## src/rtl/wisc_pkg.sv

```systemverilog
// Shared WISC pipeline-control definitions: controller states and the
// instruction encodings the control unit cares about.
package wisc_pkg;

  typedef enum logic [1:0] {
    RUN      = 2'd0,
    MEM_WAIT = 2'd1,
    DRAIN    = 2'd2,
    HALTED   = 2'd3
  } state_e;

  localparam int unsigned INSTR_W   = 16;
  localparam int unsigned OPCODE_W  = 4;
  localparam logic [OPCODE_W-1:0] OPC_HLT   = 4'b1111;
  localparam logic [INSTR_W-1:0]  NOP_INSTR = 16'h0000;

endpackage

```

## src/rtl/pipe_stall_ctrl_if.sv

```systemverilog
// Hazard requests into, and per-stage register controls out of, the pipeline
// control unit.
interface pipe_stall_ctrl_if #(
  parameter int unsigned CNT_W = 16
);
  logic             stall_req;
  logic             branch_taken;
  logic             imem_busy;
  logic             dmem_busy;
  logic             halt_id;
  logic             cnt_clr;
  logic             pc_en;
  logic             if_id_en;
  logic             id_ex_en;
  logic             ex_mem_en;
  logic             mem_wb_en;
  logic             if_id_flush;
  logic             id_ex_bubble;
  logic             halted;
  logic             mem_timeout;
  logic [CNT_W-1:0] stall_count;

  modport master (
    output stall_req, branch_taken, imem_busy, dmem_busy, halt_id, cnt_clr,
    input  pc_en, if_id_en, id_ex_en, ex_mem_en, mem_wb_en,
    input  if_id_flush, id_ex_bubble, halted, mem_timeout, stall_count
  );

  modport slave (
    input  stall_req, branch_taken, imem_busy, dmem_busy, halt_id, cnt_clr,
    output pc_en, if_id_en, id_ex_en, ex_mem_en, mem_wb_en,
    output if_id_flush, id_ex_bubble, halted, mem_timeout, stall_count
  );
endinterface

```

## src/rtl/pipe_stall_ctrl_sat_counter.sv

```systemverilog
// Saturating up-counter with synchronous clear (clear beats increment).
module sat_counter #(
  parameter int unsigned W = 8
) (
  input  logic         clk,
  input  logic         rst_n,
  input  logic         clr_i,
  input  logic         inc_i,
  output logic [W-1:0] count_o
);
  logic [W-1:0] count_q, count_d;

  always_comb begin
    count_d = count_q;
    if (clr_i) begin
      count_d = '0;
    end else if (inc_i && (count_q != {W{1'b1}})) begin
      count_d = count_q + W'(1);
    end
  end

  always_ff @(posedge clk or negedge rst_n) begin
    if (!rst_n) count_q <= '0;
    else        count_q <= count_d;
  end

  assign count_o = count_q;
endmodule

```

## src/rtl/pipe_stall_ctrl.sv

```systemverilog
// Five-stage WISC pipeline control: turns hazard requests into stage enables,
// bubbles and flushes, drains the pipe on HLT, counts stalls, times out dmem.
module pipe_stall_ctrl
  import wisc_pkg::*;
#(
  parameter int unsigned DRAIN_CYCLES = 3,
  parameter int unsigned MEM_TIMEOUT  = 255,
  parameter int unsigned CNT_W        = 16
) (
  input  logic              clk,
  input  logic              rst_n,
  pipe_stall_ctrl_if.slave  bus
);
  localparam int unsigned DW = (DRAIN_CYCLES < 1) ? 1 : $clog2(DRAIN_CYCLES + 1);
  localparam int unsigned TW = (MEM_TIMEOUT < 2) ? 1 : $clog2(MEM_TIMEOUT + 1);

  state_e          state_q, state_d;
  logic [DW-1:0]   drain_q, drain_d;
  logic            mem_timeout_q, mem_timeout_d;
  logic [TW-1:0]   tmo_cnt;
  logic [CNT_W-1:0] stall_cnt;
  logic pc_en, if_id_en, id_ex_en, ex_mem_en, mem_wb_en, if_id_flush, id_ex_bubble;

  // Control row selection; dmem_busy freezes every stage outside HALTED.
  always_comb begin
    pc_en        = 1'b1;
    if_id_en     = 1'b1;
    id_ex_en     = 1'b1;
    ex_mem_en    = 1'b1;
    mem_wb_en    = 1'b1;
    if_id_flush  = 1'b0;
    id_ex_bubble = 1'b0;
    state_d      = state_q;
    drain_d      = drain_q;

    if (!rst_n) begin
      {pc_en, if_id_en, id_ex_en, ex_mem_en, mem_wb_en} = '0;
      if_id_flush  = 1'b1;
      id_ex_bubble = 1'b1;
    end else if (state_q == HALTED) begin
      {pc_en, if_id_en, id_ex_en, ex_mem_en, mem_wb_en} = '0;
    end else if (bus.dmem_busy) begin
      {pc_en, if_id_en, id_ex_en, ex_mem_en, mem_wb_en} = '0;
      if (state_q != DRAIN) state_d = MEM_WAIT;
    end else if (state_q == DRAIN) begin
      pc_en        = 1'b0;
      if_id_en     = 1'b0;
      id_ex_bubble = 1'b1;
      if (drain_q == '0) state_d = HALTED;
      else               drain_d = drain_q - DW'(1);
    end else begin
      state_d = RUN;
      if (bus.branch_taken) begin
        if_id_flush  = 1'b1;
        id_ex_bubble = 1'b1;
      end else if (bus.stall_req) begin
        pc_en        = 1'b0;
        if_id_en     = 1'b0;
        id_ex_bubble = 1'b1;
      end else if (bus.halt_id) begin
        pc_en        = 1'b0;
        if_id_en     = 1'b0;
        id_ex_bubble = 1'b1;
        state_d      = DRAIN;
        drain_d      = DW'(DRAIN_CYCLES);
      end else if (bus.imem_busy) begin
        pc_en       = 1'b0;
        if_id_flush = 1'b1;
      end
    end
  end

  assign mem_timeout_d = mem_timeout_q |
                         (bus.dmem_busy && (tmo_cnt == TW'(MEM_TIMEOUT - 1)));

  always_ff @(posedge clk or negedge rst_n) begin
    if (!rst_n) begin
      state_q       <= RUN;
      drain_q       <= '0;
      mem_timeout_q <= 1'b0;
    end else begin
      state_q       <= state_d;
      drain_q       <= drain_d;
      mem_timeout_q <= mem_timeout_d;
    end
  end

  // Consecutive dmem busy cycles; any idle cycle restarts the count.
  sat_counter #(.W(TW)) u_tmo_cnt (
    .clk     (clk),
    .rst_n   (rst_n),
    .clr_i   (!bus.dmem_busy),
    .inc_i   (bus.dmem_busy),
    .count_o (tmo_cnt)
  );

  sat_counter #(.W(CNT_W)) u_stall_cnt (
    .clk     (clk),
    .rst_n   (rst_n),
    .clr_i   (bus.cnt_clr),
    .inc_i   (!pc_en && (state_q != HALTED)),
    .count_o (stall_cnt)
  );

  assign bus.pc_en        = pc_en;
  assign bus.if_id_en     = if_id_en;
  assign bus.id_ex_en     = id_ex_en;
  assign bus.ex_mem_en    = ex_mem_en;
  assign bus.mem_wb_en    = mem_wb_en;
  assign bus.if_id_flush  = if_id_flush;
  assign bus.id_ex_bubble = id_ex_bubble;
  assign bus.halted       = (state_q == HALTED);
  assign bus.mem_timeout  = mem_timeout_q;
  assign bus.stall_count  = stall_cnt;
endmodule
```

## src/flat_wrapper.sv

```systemverilog
// flat-port wrapper written by rule: the top's interface ports become plain ports
module pipe_stall_ctrl_flat import wisc_pkg::*;
#(
  parameter int unsigned DRAIN_CYCLES = 3,
  parameter int unsigned MEM_TIMEOUT  = 255,
  parameter int unsigned CNT_W        = 16
)
  (clk, rst_n, bus_stall_req, bus_branch_taken, bus_imem_busy, bus_dmem_busy, bus_halt_id, bus_cnt_clr, bus_pc_en, bus_if_id_en, bus_id_ex_en, bus_ex_mem_en, bus_mem_wb_en, bus_if_id_flush, bus_id_ex_bubble, bus_halted, bus_mem_timeout, bus_stall_count);
  pipe_stall_ctrl_if #(.CNT_W(CNT_W)) bus_i ();
  input  logic clk;
  input  logic rst_n;
  input wire logic [$bits(bus_i.stall_req)-1:0] bus_stall_req;
  input wire logic [$bits(bus_i.branch_taken)-1:0] bus_branch_taken;
  input wire logic [$bits(bus_i.imem_busy)-1:0] bus_imem_busy;
  input wire logic [$bits(bus_i.dmem_busy)-1:0] bus_dmem_busy;
  input wire logic [$bits(bus_i.halt_id)-1:0] bus_halt_id;
  input wire logic [$bits(bus_i.cnt_clr)-1:0] bus_cnt_clr;
  output wire logic [$bits(bus_i.pc_en)-1:0] bus_pc_en;
  output wire logic [$bits(bus_i.if_id_en)-1:0] bus_if_id_en;
  output wire logic [$bits(bus_i.id_ex_en)-1:0] bus_id_ex_en;
  output wire logic [$bits(bus_i.ex_mem_en)-1:0] bus_ex_mem_en;
  output wire logic [$bits(bus_i.mem_wb_en)-1:0] bus_mem_wb_en;
  output wire logic [$bits(bus_i.if_id_flush)-1:0] bus_if_id_flush;
  output wire logic [$bits(bus_i.id_ex_bubble)-1:0] bus_id_ex_bubble;
  output wire logic [$bits(bus_i.halted)-1:0] bus_halted;
  output wire logic [$bits(bus_i.mem_timeout)-1:0] bus_mem_timeout;
  output wire logic [$bits(bus_i.stall_count)-1:0] bus_stall_count;
  assign bus_i.stall_req = bus_stall_req;
  assign bus_i.branch_taken = bus_branch_taken;
  assign bus_i.imem_busy = bus_imem_busy;
  assign bus_i.dmem_busy = bus_dmem_busy;
  assign bus_i.halt_id = bus_halt_id;
  assign bus_i.cnt_clr = bus_cnt_clr;
  assign bus_pc_en = bus_i.pc_en;
  assign bus_if_id_en = bus_i.if_id_en;
  assign bus_id_ex_en = bus_i.id_ex_en;
  assign bus_ex_mem_en = bus_i.ex_mem_en;
  assign bus_mem_wb_en = bus_i.mem_wb_en;
  assign bus_if_id_flush = bus_i.if_id_flush;
  assign bus_id_ex_bubble = bus_i.id_ex_bubble;
  assign bus_halted = bus_i.halted;
  assign bus_mem_timeout = bus_i.mem_timeout;
  assign bus_stall_count = bus_i.stall_count;
  pipe_stall_ctrl #(.DRAIN_CYCLES(DRAIN_CYCLES), .MEM_TIMEOUT(MEM_TIMEOUT), .CNT_W(CNT_W)) u_core (.clk(clk), .rst_n(rst_n), .bus(bus_i));
endmodule
```

## config.mk

```make
export PLATFORM = sky130hd
export DESIGN_NAME = pipe_stall_ctrl_flat
export DESIGN_NICKNAME = d
export VERILOG_FILES = /design/src/rtl/wisc_pkg.sv /design/src/rtl/pipe_stall_ctrl_if.sv /design/src/rtl/pipe_stall_ctrl_sat_counter.sv /design/src/rtl/pipe_stall_ctrl.sv /design/src/flat_wrapper.sv
export SDC_FILE = /design/constraint.sdc
export NUM_CORES = 1
export LEC_CHECK = 0
export BUFFER_PORTS_ARGS = -buffer_cell sky130_fd_sc_hd__buf_2
export CAP_MARGIN = 40
export CORE_MARGIN = 2
export CORE_UTILIZATION = 40
export CTS_CLUSTER_DIAMETER = 150
export DETAILED_ROUTE_END_ITERATION = 10
export PLACE_DENSITY = 0.63
export SLEW_MARGIN = 40
export SYNTH_ARGS = -nofsm -noshare
export SYNTH_HDL_FRONTEND = slang
export SYNTH_SLANG_ARGS = --single-unit
export TNS_END_PERCENT = 100
```

## constraint.sdc

```tcl
create_clock -name clk -period 2.1 [get_ports clk]
set_input_delay 0 -clock clk [delete_from_list [all_inputs] [get_ports clk]]
set_output_delay 0 -clock clk [all_outputs]
set_load 0.01 [all_outputs]
```

Word level (Yosys, flattened, before mapping). Index checks and enable logic that the tools add are counted.

Bitwise logic cells: 3. Mux-type cells: 49. Equal/unequal tests: 13. $add $sub $neg: 3. Reduce and logical (&&, ||, !) cells: 10.

Operators with widths (count): $mux W1 (33); $mux W16 (2); $mux W2 (12); $add A16 B1 Y16 const B (1); $mux W8 (2); $ne A16 B16 Y1 const B (1); $add A8 B1 Y8 const B (1); $eq A8 B8 Y1 const B (1); $ne A2 B1 Y1 const B (4); $ne A8 B8 Y1 const B (1); $reduce_and A7 Y1 (1); $ne A2 B2 Y1 const B (3); $eq A2 B2 Y1 const B (2); $logic_and A1 B1 Y1 (4); $reduce_and A4 Y1 (1); $reduce_bool A2 Y1 (2); $ne A3 B3 Y1 const B (1); $logic_not A2 Y1 (1); $not A1 Y1 (2); $sub A2 B1 Y2 const B (1); $logic_not A1 Y1 (1); $or A1 B1 Y1 (1).

Logic and storage cells: 83. Input port bits: 8. Bits in registers: 29. Output and inout port bits: 25.

Logic depth before layout (Yosys ltp).
Depth after elaboration: 13. Depth in mapped cells: 6. Gate-level depth less buffers: 5.

Hierarchy. Synthesis repeated with hierarchy kept, for this count alone.

Cells, all modules: 188. Area total of the unflattened synthesis: 1766.7 sq um.

By module, submodules not included: sat_counter (u_core.u_stall_cnt) (cells an instance 98, area an instance 942.2 sq um, sequential area each 400.4 sq um, instances 1); sat_counter (u_core.u_tmo_cnt) (cells an instance 42, area an instance 430.4 sq um, sequential area each 200.2 sq um, instances 1); pipe_stall_ctrl (cells an instance 48, area an instance 394.1 sq um, sequential area each 125.1 sq um, instances 1).

Worst setup path before layout. No wires, ideal clock.

Kind: reg2reg. Start point: register u_core.u_stall_cnt.count_q[0] (netlist: u_core.u_stall_cnt.count_o[0]). End point: register u_core.u_stall_cnt.count_q[14] (netlist: u_core.u_stall_cnt.count_o[14]). Data required time: 1972 ps. Buffers on the path: 0. Cell stages (with the launch flop): 6. Clock period less this slack: 1826 ps. Path slack: 274 ps. Library setup time: 128 ps. Arrival: 1699 ps. Cell sequence: dfrtp_1 > ha_1 > nand3_1 > or2_1 > nor4b_1 > mux2_1.

Word-level cells in the longest chain between the ends: 3. Elaborated cells between the ends (all ways): 6. Those cells by class: add/sub: 1; eq/ne: 1; mux: 2; reduce/logical: 2.

Ends and longest elaborated chain: from (decl) (line pipe_stall_ctrl_sat_counter.sv:11) `logic [W-1:0] count_q, count_d;`; from (signal assigned) (line pipe_stall_ctrl_sat_counter.sv:24) `else count_q <= count_d;`; $add A16 B1 Y16 or $ne A16 B16 Y1 (tied branches) (line pipe_stall_ctrl_sat_counter.sv:18, pipe_stall_ctrl_sat_counter.sv:17); $mux W16 or $logic_and A1 B1 Y1 (tied branches) (line pipe_stall_ctrl_sat_counter.sv:17) `end else if (inc_i && (count_q != {W{1'b1}})) begin`; $mux W16 or $reduce_bool A2 Y1 (tied branches).

Parallel ways exist; a longest one is shown, timed or not. The select of a mux whose other input is x is not followed. A chain may end at the register's enable or synchronous reset.

Worst setup path after layout.
Start point: input rst_n. End point: register u_core.u_stall_cnt.count_q[9] (netlist: u_core.u_stall_cnt.count_o[9]).

Word-level cells in the longest chain between the ends: 5.

Ends and longest elaborated chain: from (decl) (line flat_wrapper.sv:11) `input logic rst_n;`; $mux W1 (line pipe_stall_ctrl.sv:36) `if (!rst_n) begin`; $logic_not A1 Y1 (line pipe_stall_ctrl.sv:101) `.inc_i (!pc_en && (state_q != HALTED)),`; $logic_and A1 B1 Y1 (line pipe_stall_ctrl.sv:101); $logic_and A1 B1 Y1 (line pipe_stall_ctrl_sat_counter.sv:17); $reduce_bool A2 Y1 (no source line).

Every way passes these cells.

==> metrics.txt <==
Clock Tree Root=clkbuf_8; Leak Pwr=0.00102 uW; Worst R2R Path Depth=5; antenna cells=0; area grow syn2layout=20.3%; post-synthesis sequential area ratio=0.398; drt drc=0; clock tree buffer depth=2; Clock Pin Slew Worst Setup and Hold Paths=70 ps; Num CTS Buffers=5; IO Port Bufs=32; Clk pwr share=0.416; I/O pins=33; H-tree depth=2; final hold violations=0; CTS tree=built; status=finished clean; Die W=71.6 um; switch share=0.276; Net Switching=468 uW; GRT Util Overall=0.173; Site Rows=24; Iteration-0 DRC Markers=63; setup TNS=0 ps; first-pass GRT wire length=7010 um; area leader, netlist=dfrtp_1; Vias=1547; Worst-Margin Slew=493 ps; hold crit path type=input port to flop; largest net degree at the start of global routing=30; Initial Utilization=0.416; Mapped Nets=205; Yosys top cell area share=0.398; RSZ-0062 raised after global routing=no; CP Capture Type=flop; Antenna Violating Nets Remaining=0; Cell Area, Synth=1830 um2; synth top area cells=dfrtp_1 40%, nor2_1 4.5%, nor2b_1 4.1%, mux2_1 3.1%, a21oi_1 2.7%; Avg Cell Area, Syn=9.46 um2; Post-synth ARST share=1.00; final worst path period share=0.896; synth cell count leaders=29 x dfrtp_1, 22 x nor2_1, 12 x nand2_1, 12 x nor2b_1, 10 x a21oi_1; kind of critical path=input port to flop; Die ar.=5120 um2; Max Cap Violations=0; Cells after Synth=193; Most used DFF post-synth=dfrtp_1; pwr dens=770 nW/um2; worst endpoint required time=2270 ps; routability cong.=0.750; Setup violations, final=0; synth warn=0; Final #Nets=244; per-cell routed wire length=13.6 um; layout cell share with drive strength beyond 1=0.275; Slew HR=0.663; Core Area=4380 um2; final wirelength=3870 um; startpoint class of the critical path=input port; Seq pwr share=0.383; fin. max-slew vios=0; Int Pwr=1220 uW; Period minus WS final=1880 ps; Hold Path Depth=3; WP data arrival=2050 ps; clk sink count=29; most frequent cell after synthesis=dfrtp_1; grt ovf=0; Logic pwr share=0.201; register bit count reported by yosys=29; EDFF count, synth=0; Via density=5.43; DP HPWL=2660 um; post-synth cell types=44; drt pass-1 iters=4; Die Y=71.6 um; Worst-Skew Late Latency=290 ps; initial antenna violation count=0; Power, Total=1690 uW; Layout Skew=8.83 ps; vias in the first global route=1491; IR drop worst, VDD=0.000575 V; f_max=531 MHz; Max FO, Critical Path=16
-- worst max-delay path: stages --
cell           delay, ps
dlygate4sd3_1        530
buf_2                170
nor4b_1              150
a211o_2              470
nor4_1               370
mux2_1               350
-- placed cells by master, fill, tap and decap left out, types with 2 or more instances in the layout --
| master | instances |
|---|---|
| a2111oi_0 | 2 |
| a21oi_1 | 10 |
| a31oi_1 | 3 |
| and3_1 | 2 |
| and4_1 | 2 |
| buf_2 | 32 |
| buf_4 | 8 |
| bufinv_16 | 2 |
| clkbuf_8 | 5 |
| dfrtp_1 | 29 |
| dlygate4sd3_1 | 2 |
| ha_1 | 4 |
| inv_1 | 9 |
| mux2_1 | 5 |
| mux2_2 | 4 |
| mux2_4 | 3 |
| nand2_1 | 12 |
| nand3_1 | 9 |
| nand4_1 | 5 |
| nor2_1 | 22 |
| nor2b_1 | 12 |
| nor3_1 | 2 |
| nor4_1 | 7 |
| nor4_2 | 3 |
| nor4b_1 | 3 |
| o21ai_0 | 5 |
| o31ai_1 | 6 |
| or3_1 | 2 |
| or4_1 | 3 |
| xnor2_1 | 4 |
-- metrics by stage --
step / instance area (um2) / hold WS [ps] / worst slack, ps / std cells / utilization
floorplan: 1830 / -296 / 274 / 193 / -
global placement: 2040 / -165 / 211 / 275 / 0.465
detailed placement: 2040 / -165 / 191 / 275 / 0.465
CTS: 2190 / 23.4 / 108 / 285 / 0.501
global route: 2200 / 51.2 / 66.9 / 285 / 0.501
finish: 2200 / 31.2 / 217 / 285 / 0.501
-- layout make-up --
class	count	area [um2]
Multi-Input combinational cell	145	997
Clock buffer	5	68.8
Fill cell	404	2190
Inverter	9	33.8
Tap cell	52	65.1
Timing Repair Buffer	42	240
Sequential cell	29	726
Clock inverter	3	65.1
-- path summary, 6_finish.rpt --
path                                               start                             end  slack (ps)
max                                                rst_n   u_core.u_stall_cnt.count_o[9]         220
min                                        bus_dmem_busy     u_core.u_tmo_cnt.count_o[4]          30
max reg2reg                u_core.u_stall_cnt.count_o[0]  u_core.u_stall_cnt.count_o[12]         240
min reg2reg                       u_core.bus.mem_timeout          u_core.bus.mem_timeout         490
max in group asynchronous                          rst_n  u_core.u_stall_cnt.count_o[13]        1440
min in group asynchronous                          rst_n               u_core.state_q[1]          70
-- registers in the layout, summed over array words and instances, names as in the netlist --
signal                      cells
u_core.u_stall_cnt.count_o     16
u_core.u_tmo_cnt.count_o        8
u_core.drain_q                  2
u_core.bus.mem_timeout          1
u_core.state_q                  2
-- what timing repair did --
action	CTS	global route
setup buffers	0	0
hold buffers	2	0
endpoints found under the setup margin	0	2
endpoints found under the hold margin	30	0
resized for setup	0	1
-- power groups by stage --
| stage | Sequential, uW | Clock (uW) | Combinational (uW) |
|---|---|---|---|
| final | 648 | 703 | 340 |
| after global routing | 658 | 740 | 393 |
| after CTS | 648 | 710 | 345 |
| after detailed placement | 658 | 0 | 339 |
| after global placement | 654 | 0 | 336 |
| after floorplan | 656 | 0 | 247 |
-- metal layers --
metal	share of wire	up-vias	track usage	wire, um
met4	0.016	0	0.0692	63
met2	0.44	39	0.264	1720
li1	-	781	-	-
met3	0.052	6	0.0422	200
met5	0	-	0	0
met1	0.49	721	0.235	1890
-- logic make-up (layout without fill, tap and decap cells) --
| family | count (synthesis) | in the layout | share of synthesized area |
|---|---|---|---|
| XOR/XNOR | 4 | 4 | 0.0192 |
| buffers and inverters | 19 | 59 | 0.0569 |
| flip-flops | 29 | 29 | 0.398 |
| adder cells (fa/ha/maj) | 4 | 4 | 0.0274 |
| AO/OA/AOI/OAI | 32 | 32 | 0.111 |
| AND/OR/NAND/NOR | 93 | 93 | 0.308 |
| multiplexers | 12 | 12 | 0.0802 |
No activity file was read; power rests on OpenSTA's default activity.
